==> src/rtl/button_debounce.sv <==
// Pushbutton debouncer: 2-flop synchronizer, 4-state debounce FSM, press/release pulses.
// Define BUTTON_DEBOUNCE_LONGPRESS_EN to build the long_press hold detector.
module button_debounce #(
    parameter int DEB_CYCLES  = 1000000,
    parameter int LONG_CYCLES = 100000000
) (
    input  logic clk,
    input  logic rst_n,
    input  logic btn_in,
    output logic btn_level,
    output logic press_pulse,
    output logic release_pulse,
    output logic long_press
);

    localparam int MAXC = (DEB_CYCLES > LONG_CYCLES) ? DEB_CYCLES : LONG_CYCLES;
    localparam int CW   = $clog2(MAXC);
    localparam logic [CW-1:0] DEB_LAST = CW'(DEB_CYCLES - 1);

    typedef enum logic [1:0] {
        STABLE_LOW,
        WAIT_HIGH,
        STABLE_HIGH,
        WAIT_LOW
    } state_t;

    logic [1:0]    sync_q;
    logic          s;
    state_t        state_q;
    logic [CW-1:0] deb_q;
    logic          level_q;
    logic          press_q;
    logic          rel_q;

    always_ff @(posedge clk or negedge rst_n) begin
        if (!rst_n) begin
            sync_q <= 2'b00;
        end else begin
            sync_q <= {sync_q[0], btn_in};
        end
    end

    assign s = sync_q[1];

    always_ff @(posedge clk or negedge rst_n) begin
        if (!rst_n) begin
            state_q <= STABLE_LOW;
            deb_q   <= '0;
            level_q <= 1'b0;
            press_q <= 1'b0;
            rel_q   <= 1'b0;
        end else begin
            press_q <= 1'b0;
            rel_q   <= 1'b0;
            case (state_q)
                STABLE_LOW: begin
                    if (s) begin
                        state_q <= WAIT_HIGH;
                        deb_q   <= '0;
                    end
                end
                WAIT_HIGH: begin
                    if (!s) begin
                        state_q <= STABLE_LOW;
                        deb_q   <= '0;
                    end else if (deb_q == DEB_LAST) begin
                        state_q <= STABLE_HIGH;
                        level_q <= 1'b1;
                        press_q <= 1'b1;
                    end else begin
                        deb_q <= deb_q + CW'(1);
                    end
                end
                STABLE_HIGH: begin
                    if (!s) begin
                        state_q <= WAIT_LOW;
                        deb_q   <= '0;
                    end
                end
                WAIT_LOW: begin
                    if (s) begin
                        state_q <= STABLE_HIGH;
                        deb_q   <= '0;
                    end else if (deb_q == DEB_LAST) begin
                        state_q <= STABLE_LOW;
                        level_q <= 1'b0;
                        rel_q   <= 1'b1;
                    end else begin
                        deb_q <= deb_q + CW'(1);
                    end
                end
                default: begin
                    state_q <= STABLE_LOW;
                    deb_q   <= '0;
                end
            endcase
        end
    end

    assign btn_level     = level_q;
    assign press_pulse   = press_q;
    assign release_pulse = rel_q;

`ifdef BUTTON_DEBOUNCE_LONGPRESS_EN
    localparam logic [CW-1:0] LONG_LAST = CW'(LONG_CYCLES - 1);
    localparam logic [CW-1:0] LONG_PRE  = CW'(LONG_CYCLES - 2);

    logic [CW-1:0] hold_q;
    logic          fired_q;
    logic          long_q;
    logic          enter_high;

    // Any transition into STABLE_HIGH, including a bounce back out of WAIT_LOW
    assign enter_high = ((state_q == WAIT_HIGH) && s && (deb_q == DEB_LAST)) ||
                        ((state_q == WAIT_LOW) && s);

    always_ff @(posedge clk or negedge rst_n) begin
        if (!rst_n) begin
            hold_q  <= '0;
            fired_q <= 1'b0;
            long_q  <= 1'b0;
        end else begin
            long_q <= 1'b0;
            if (enter_high) begin
                hold_q <= '0;
            end else if (state_q == STABLE_HIGH && hold_q != LONG_LAST) begin
                hold_q <= hold_q + CW'(1);
                if (hold_q == LONG_PRE && !fired_q) begin
                    long_q  <= 1'b1;
                    fired_q <= 1'b1;
                end
            end
            if (state_q == STABLE_LOW) begin
                fired_q <= 1'b0;
            end
        end
    end

    assign long_press = long_q;
`else
    assign long_press = 1'b0;
`endif

endmodule

==> config.mk <==
export PLATFORM = sky130hd
export DESIGN_NAME = button_debounce
export DESIGN_NICKNAME = d
export VERILOG_FILES = /design/src/rtl/button_debounce.sv
export SDC_FILE = /design/constraint.sdc
export NUM_CORES = 1
export LEC_CHECK = 0
export CORE_MARGIN = 1.5
export CORE_UTILIZATION = 55
export CTS_BUF_LIST = sky130_fd_sc_hd__clkbuf_2
export DETAILED_ROUTE_END_ITERATION = 10
export PLACE_DENSITY = 0.84
export REMOVE_ABC_BUFFERS = 1
export SLEW_MARGIN = 20
export SYNTH_ARGS = -nofsm -noshare
export SYNTH_HDL_FRONTEND = slang
export SYNTH_SLANG_ARGS = --single-unit
export TNS_END_PERCENT = 5
==> constraint.sdc <==
create_clock -name clk -period 5.09 [get_ports clk]
set_input_delay 1.018 -clock clk [delete_from_list [all_inputs] [get_ports clk]]
set_output_delay 1.018 -clock clk [all_outputs]
set_load 0.1 [all_outputs]
==> run metrics, run 1 <==
status finished, final reports clean; Site Rows 20; final setup vio count 0; vias in the first global route ~1,600; Finished Layout Cells between 200 and 300; number of enable flip-flop cells after synthesis 0; Synth Cell Area approximately 1900 sq um; leading area contributor after synthesis dfrtp_1; fin crit period around 3000 ps; DRC Markers 0; Max-slew headroom roughly 33%; initial antenna violation count 0; RePlAce Congestion ~0.84; Leak 0.000761 uW; clk buf depth 2; Synth Instances 206; CTS clk-pin slew, worst paths between 200 and 250 ps; clock skew 39.6 ps; Hold Crit Depth 0; clk_lat worst skew around 420 ps; Layout Nets ~210; Crit path largest cell delay 1150 ps; Place WS ~2600 ps; top_reg_cell synth dfrtp_1; endpoint of the worst register-to-register path deb_q[5]$_DFFE_PN0P_; Yosys reg bits 34; cts hold-fix bufs 0; CORE AREA 3130 sq um; Die Wd between 60 and 70 microns; # Post-CTS Setup Buffers 0; via/cell ratio 6.58; crit-path leading delay family buffers and inverters; post_cts resized 0; CP Class reg2out; largest net degree at the start of global routing 35; Crit. End Element output port; Final Core Density between 60 and 70%; CP Data Arrival Time 1990 ps; Root Driver clkbuf_2; first-pass GRT wire length 7.13 mm; # clock sinks 34; asr flop ratio synth 100%; Vias 1,672; TritonCTS Buffers 5; Syn-to-layout area delta 5.57%; TNS Setup 0 ps; Worst Setup Start Kind flip-flop; hold wc startpoint sync_q[0]$_DFF_PN0_; share of layout cells above drive strength 1 8.57%; # port buffers 5; Distinct cells, synth between 40 and 50; Placed Cells 246; r2r setup slk ~2700 ps; RSZ-0062 raised after global routing false; first drt pass iteration count 5; initial drt markers roughly 180; Peak VDD IR 0.000194 V; CTS tree yes; total wire length about 4.2 mm; fmax roughly 0.33 GHz; die area approximately 3700 sq um; I/O pin total 7; syn_area_per_cell 9.04 sq um; WP data required between 4000 and 5000 ps; crit-path cells clkdlybuf4s50_1; grt ovf 0; final hold viol count 0; Synth top area share between 40% and 50%; min-delay worst type reg2reg; CP Max Fanout 3; n_diodes 0; Slew @ Worst Pin 1010 ps; Critical path buffers and inverters 1; R2R cell count 4; Total GRT Usage around a quarter; Area contributors post-synth dfrtp_1 (46%), o21ai_0 (6.4%), nand2_1 (4.4%); Yosys warnings 0; Max Slew Vio Count 0; fin crit share about three fifths; Initial Util between 50% and 60%; WL/cell 16.6 microns; worst setup margin 2090 ps; Die Y slightly above 60 microns; Hold Path Sink sync_q[1]$_DFF_PN0_; crit path max-delay cell type clkdlybuf4s50_1; H-tree levels 2; max-cap violation count 0; pwr/cell area 228 nW/um^2; post-DP HPWL about 2.8 mm; sequential fraction of the synthesis area roughly 46%; antenna-violating nets left 0
worst max path at each step:
stage,slack [ps],from,endpoint,depth (start not counted)
2_1_floorplan,3110,deb_q[7]$_DFFE_PN0P_,deb_q[4]$_DFFE_PN0P_,5
3_3_place_gp,2600,btn_level$_DFFE_PN0P_,btn_level,1
3_5_place_dp,2570,btn_level$_DFFE_PN0P_,btn_level,1
4_1_cts,2110,btn_level$_DFFE_PN0P_,btn_level,1
5_1_grt,2030,btn_level$_DFFE_PN0P_,btn_level,1
6_report,2090,btn_level$_DFFE_PN0P_,btn_level,1
stage by stage:
stage                     power (uW)  hold slack, ps  cell area, sq um
after floorplan                  308             331              1810
after global placement           320             332              1930
after detailed placement         322             343              1930
after CTS                        445             381              1970
after global routing             466             386              1970
final                            448             376              1970
power breakdown:
part,switching (uW),internal [uW]
Combinational,24.7,10.4
Sequential,6.96,275
Clock,99.4,31.3
Total,131,317
routing by layer:
metal	up-vias	track usage, %	part of all wire [%]
li1	778	-	-
met1	826	32.7	42
met2	59	44.8	51
met3	9	5.46	5.5
met4	0	11.5	1.7
met5	-	0	0
cell usage in the layout, fill, tap and decap left out, types with 3 or more instances in the layout:
master / n
clkdlybuf4s50_1: 5
a21oi_1: 6
a31oi_1: 9
nor4_1: 5
o21ai_0: 24
xor2_1: 3
inv_1: 10
nand2_1: 22
o21ai_1: 5
a41oi_1: 3
o31ai_1: 5
dfrtp_1: 34
nand3_1: 15
and3_1: 5
nand4_1: 8
clkbuf_2: 5
nor3_2: 5
nor2_1: 5
cells by family after synthesis:
family                     count (synthesis)  share of synthesized area (%)
AOI/OAI and AO/OA                         63                           20.7
buffers and inverters                     20                           4.70
xor gates and xnor gates                   5                           2.35
DFF                                       34                           45.7
muxes                                      2                           1.07
other                                      1                          0.201
adders and majority gates                  1                          0.671
and+or+nand+nor                           80                           24.6
final cells by class:
cell class / count / area [sq um]
multi-input combinational: 152 / 925
fill: 262 / 1160
clock inverter: 3 / 16.3
sequential: 34 / 851
tap: 44 / 55.1
timing repair buffer: 6 / 57.6
inverter: 10 / 37.5
clock buffer: 5 / 25.0
synth_stat cells (2+ instances only):
cell type and number:
and4_1 2, o21ai_0 24, o41ai_1 2, a31oi_1 9
nand4_1 8, xor2_1 3, a41oi_1 3, mux2i_1 2
dfrtp_1 34, xnor2_1 2, o31ai_1 5, o22ai_1 2
and2_1 2, o31a_1 2, clkbuf_1 7, nor3_1 2
nor4_1 5, a21oi_1 6, and3_1 5, nand3_1 15
nand2_1 22, nand2b_1 2, o21ai_1 5, nor3_2 5
inv_1 10, nor2_1 5
flip-flops by register name (all words and copies together), names as in the netlist, named ones only:
register       cells
press_pulse        1
btn_level          1
release_pulse      1
deb_q             27
state_q            1
sync_q             2
Power figures use the tool's default switching activity.
==> run 2, diff against run 1 <==
Clock period 5.09 ns to 3.15 ns, I/O delays scaled along.
==> run 2 against run 1 <==
  * Register-to-register slack worse by 1700 ps
  * Highest routed layer unchanged
  * Count of clock-buffer cells in the layout up 2
  * Clock power up 47%
  * Non-clock buffer count up 2
  * Worst hold slack worse by 12 ps
  * Die area unchanged
  * Flip-flop and latch count unchanged
  * Utilization about the same
  * Final cell count up 0.39%
  * Clock skew down 32 ps
  * First-iteration DRC count down 30%
  * Sequential power up 62%
  * Critical endpoint is now deb_q[0]$_DFFE_PN0P_
==> run metrics, run 2 (synthesis results as in run 1) <==
final setup vio count 0 (unchanged); Total Power 708 uW (+58%); Die Y 61.2 microns (unchanged); I/O pin total 7 (unchanged); min-delay worst type reg2reg; max FFs per register 27 (unchanged); initial antenna violation count 0 (unchanged); clock skew 7.65 ps (-32.0 ps); leading cell type in the layout, fill and taps excluded dfrtp_1; cts hold-fix bufs 0 (unchanged); pwr/cell area 360 nW/um^2 (+58%); post_cts resized 0 (unchanged); Initial Util 59.6% (unchanged); clk buf depth 2 (unchanged); WP data required 3440 ps (-630 ps); Place WS 1020 ps (-1550 ps); # clock sinks 34 (unchanged); WL/cell 16.4 microns (-1.5%); RSZ-0062 raised after global routing false; Vias 1,646 (-1.6%); Hold Crit Depth 0 (unchanged); Critical path buffers and inverters 0 (-1); grt ovf 0 (unchanged); crit-path cells or4b_1, or4_4, nor2_4, a21oi_1, mux2i_1; Worst Setup Start Kind flip-flop; fin crit share a little under 70%; total wire length 4.18 mm (-1.2%); CP Class reg2reg; TNS Setup 0 ps (unchanged); H-tree levels 2 (unchanged); Slew @ Worst Pin 1060 ps (+55.5 ps); Root Driver clkbuf_2; Total GRT Usage 26.7% (+0.23 points); first-pass GRT wire length 7.35 mm (+3.1%); most frequent cells in the layout dfrtp_1 (34), o21ai_0 (24), nand2_1 (22); vias in the first global route 1,647 (+5.3%); crit path max-delay cell type or4b_1; Peak VDD IR 0.000270 V (+39%); antenna-violating nets left 0 (unchanged); DRC Markers 0 (unchanged); CP Data Arrival Time 2460 ps (+470 ps); Site Rows 20 (unchanged); share of layout cells above drive strength 1 10.9% (+2.3 points); Biggest register deb_q; CORE AREA 3130 sq um (unchanged); fin crit period roughly 2200 ps; post-DP HPWL 2.87 mm (+1.0%); initial drt markers 125 (-30%); Leak 0.000779 uW (+2.4%); Crit. End Element flip-flop; Die Wd 61.2 microns (unchanged); Final Core Density 62.9% (about the same); largest net degree at the start of global routing 35 (unchanged); TritonCTS Buffers 5 (unchanged); Layout Nets 215 (+0.94%); final hold viol count 0 (unchanged); Max Slew Vio Count 0 (unchanged); R2R cell count 5 (+1); Crit path largest cell delay 550 ps (-600 ps); RePlAce Congestion 0.879 (+4.2%); # port buffers 5 (unchanged); max-cap violation count 0 (unchanged); die area 3750 sq um (unchanged); first drt pass iteration count 5 (unchanged); crit-path leading delay family simple AND/OR/NAND/NOR gates; # Post-CTS Setup Buffers 0 (unchanged); Max-slew headroom 28.9% (-3.7 points); CTS tree yes; final hold slack 365 ps (-11.8 ps); n_diodes 0 (unchanged); clk_lat worst skew 360 ps (-60 ps); status finished, final reports clean; CTS clk-pin slew, worst paths 160 ps (-50 ps); fmax 0.462 GHz; worst setup margin 983 ps (-1100 ps); Syn-to-layout area delta 5.64% (about the same); Regs by FF count deb_q (27), sync_q (2); Crit path depth 5 (+4); via/cell ratio 6.45 (-1.9%); CP Max Fanout 11 (+8)
-- run 2: report_power, final --
part / internal (uW) / switching, uW / total, uW
logic: 18.4 / 41.3 / 59.7
registers: 445 / 11.4 / 456
clock network: 57.8 / 135 / 193
-- run 2: cell type report --
class,count,area [sq um]
Sequential cell,34,851
Fill cell,271,1160
Clock buffer,7,35.0
Tap cell,44,55.1
Timing Repair Buffer,8,65.1
Multi-Input combinational cell,152,925
Inverter,10,37.5
-- run 2: worst paths after layout --
kind	startpoint	slack, ps	endpoint
max	deb_q[7]$_DFFE_PN0P_	980	deb_q[0]$_DFFE_PN0P_
min	sync_q[0]$_DFF_PN0_	360	sync_q[1]$_DFF_PN0_
max reg2reg	deb_q[7]$_DFFE_PN0P_	980	deb_q[0]$_DFFE_PN0P_
min reg2reg	sync_q[0]$_DFF_PN0_	360	sync_q[1]$_DFF_PN0_
max in group asynchronous	rst_n	2200	deb_q[0]$_DFFE_PN0P_
min in group asynchronous	rst_n	640	deb_q[25]$_DFFE_PN0P_
-- run 2: routing by layer --
layer	wire length, microns	part of all wire (%)	vias to the layer above	track usage [%]
li1	-	-	782	-
met1	1840	44	808	33.9
met2	2090	50	51	43.3
met3	204	4.9	5	8.40
met4	40	0.96	0	9.01
met5	0	0	-	0
-- run 2: metrics by stage --
step	cell area, sq um	std cells
4_1_cts	1970	255
6_report	1970	255
3_3_place_gp	1930	248
2_1_floorplan	1810	196
3_5_place_dp	1930	248
5_1_grt	1970	255
==> run 3, diff against run 2 <==
Settings changed: PLACE_DENSITY 0.84 to 0.87.
Clock period 3.15 ns to 1.9 ns, I/O delays scaled along.
==> run 3 against run 2 <==
  * The run now ends with setup timing left
  * Clock skew grew 2.0 ps
  * Sequential power grew 64%
  * Maximum frequency grew 2.7%
  * Via count grew 8.7%
  * Worst hold slack lost 12 ps
  * Register-to-register slack lost 1200 ps
  * Final cell count grew 13%
  * Non-clock buffer count grew 32
==> run metrics, run 3 (synthesis results as in run 1) <==
CTS clk-pin slew, worst paths 170 ps (about the same); min-delay worst type in2async; initial drt markers 154 (+23%); clk_lat worst skew 400 ps (+40 ps); CORE AREA 3130 sq um (unchanged); CP Class reg2reg; pwr/cell area 536 nW/um^2 (+49%); # port buffers 5 (unchanged); Final Core Density 72.6% (+9.7 points); n_diodes 0 (unchanged); largest net degree at the start of global routing 35 (unchanged); CP Max Fanout 4 (-7); r2r setup slk -210 ps (-1190 ps); R2R Path Start deb_q[7]$_DFFE_PN0P_; I/O pin total 7 (unchanged); WP data required 2200 ps (-1240 ps); Worst Setup Start Kind flip-flop; Leak 0.000970 uW (+25%); Die Wd 61.2 microns (unchanged); via/cell ratio 6.21 (-3.8%); # clock sinks 34 (unchanged); Max Slew Vio Count 0 (unchanged); Crit. End Element flip-flop; die area 3750 sq um (unchanged); initial antenna violation count 0 (unchanged); leading cell type in the layout, fill and taps excluded buf_4; Vias 1,789 (+8.7%); fin crit period 2110 ps (-56.7 ps); Total GRT Usage 29.6% (+2.9 points); post-DP HPWL 3.06 mm (+6.8%); CP Data Arrival Time 2410 ps (-50 ps); Peak VDD IR 0.000362 V (+34%); Layout Nets 247 (+15%); TritonCTS Buffers 5 (unchanged); final setup vio count 14 (+14); final hold viol count 0 (unchanged); DRC Markers 0 (unchanged); vias in the first global route 1,675 (+1.7%); status finished with violations; crit path max-delay cell type or4b_4; failing checks setup timing; Crit path largest cell delay 550 ps (about the same); fmax 0.474 GHz (+2.7%); endpoint of the worst register-to-register path btn_level$_DFFE_PN0P_; grt ovf 0 (unchanged); max FFs per register 27 (unchanged); worst setup margin -210 ps (-1190 ps); first-pass GRT wire length 7.94 mm (+8.1%); fin crit share 111% (+42 points); RePlAce Congestion 0.837 (-4.8%); Root Driver clkbuf_2; WL/cell 16.8 microns (+2.4%); total wire length 4.83 mm (+16%); Site Rows 20 (unchanged); CTS tree yes; share of layout cells above drive strength 1 24.2% (+13 points); Die Y 61.2 microns (unchanged); Initial Util 59.6% (unchanged); Biggest register deb_q; Regs by FF count deb_q (27), sync_q (2); most frequent cells in the layout buf_4 (35), dfrtp_1 (34), o21ai_0 (24); Setup crit start deb_q[7]$_DFFE_PN0P_; H-tree levels 2 (unchanged); RSZ-0062 raised after global routing true; max-cap violation count 0 (unchanged); Syn-to-layout area delta 21.9%; Place WS -117 ps (-1140 ps); crit-path cells or4b_4, or4_4, o41ai_1, a21oi_2; clock skew 9.64 ps (+1.99 ps); first drt pass iteration count 5 (unchanged); clk buf depth 2 (unchanged); R2R cell count 4 (-1); antenna-violating nets left 0 (unchanged)
==> run 3: through the flow <==
stage	power (uW)	TNS [ps]	hold slack [ps]	cells	instance area (sq um)
finish	1220	-1870	352	288	2270
global route	1260	-2890	379	288	2270
CTS	1220	-883	345	288	2240
detailed placement	894	-1140	343	277	2160
floorplan	824	-315	84.4	196	1810
global placement	889	-295	334	277	2160
==> run 3: how the worst max path moves through the flow <==
stage | to | slack (ps) | cells after the start
finish | btn_level$_DFFE_PN0P_ | -210 | 4
global route | btn_level$_DFFE_PN0P_ | -300 | 4
floorplan | deb_q[4]$_DFFE_PN0P_ | -80 | 5
CTS | deb_q[0]$_DFFE_PN0P_ | -90 | 6
global placement | deb_q[5]$_DFFE_PN0P_ | -50 | 5
detailed placement | deb_q[5]$_DFFE_PN0P_ | -120 | 5
==> run 3: area by class of cell <==
class,instances,area (sq um)
multi-input combinational,152,966
fill,227,857
sequential,34,851
timing repair buffer,40,325
tap,44,55.1
inverter,10,37.5
clock buffer,5,25.0
clock inverter,3,11.3
==> run 3: routing by layer <==
layer	track usage [%]	vias up	wire length (microns)
li1	-	843	-
met1	40.0	858	1920
met2	45.0	80	2460
met3	5.88	8	385
met4	15.8	0	70
met5	0	-	0
==> run 3: critical path, delay by kind of cell (launching register included) <==
kind	cells	cell delay, ps
AND/OR/NAND/NOR	2	1040
flip-flops	1	430
AO/OA/AOI/OAI	2	530
==> run 3: what timing repair did <==
item,4_1_cts,5_1_grt
pin swaps,2,4
setup buffers,3,0
hold buffers,0,0
resized for setup,3,7
setup endpoints to repair,14,20
==> run 3: power breakdown <==
part           total, uW  switching [uW]  internal, uW
combinational        143            89.3          53.2
sequential           747            9.72           737
clock                328             250          78.2
total               1220             349           869
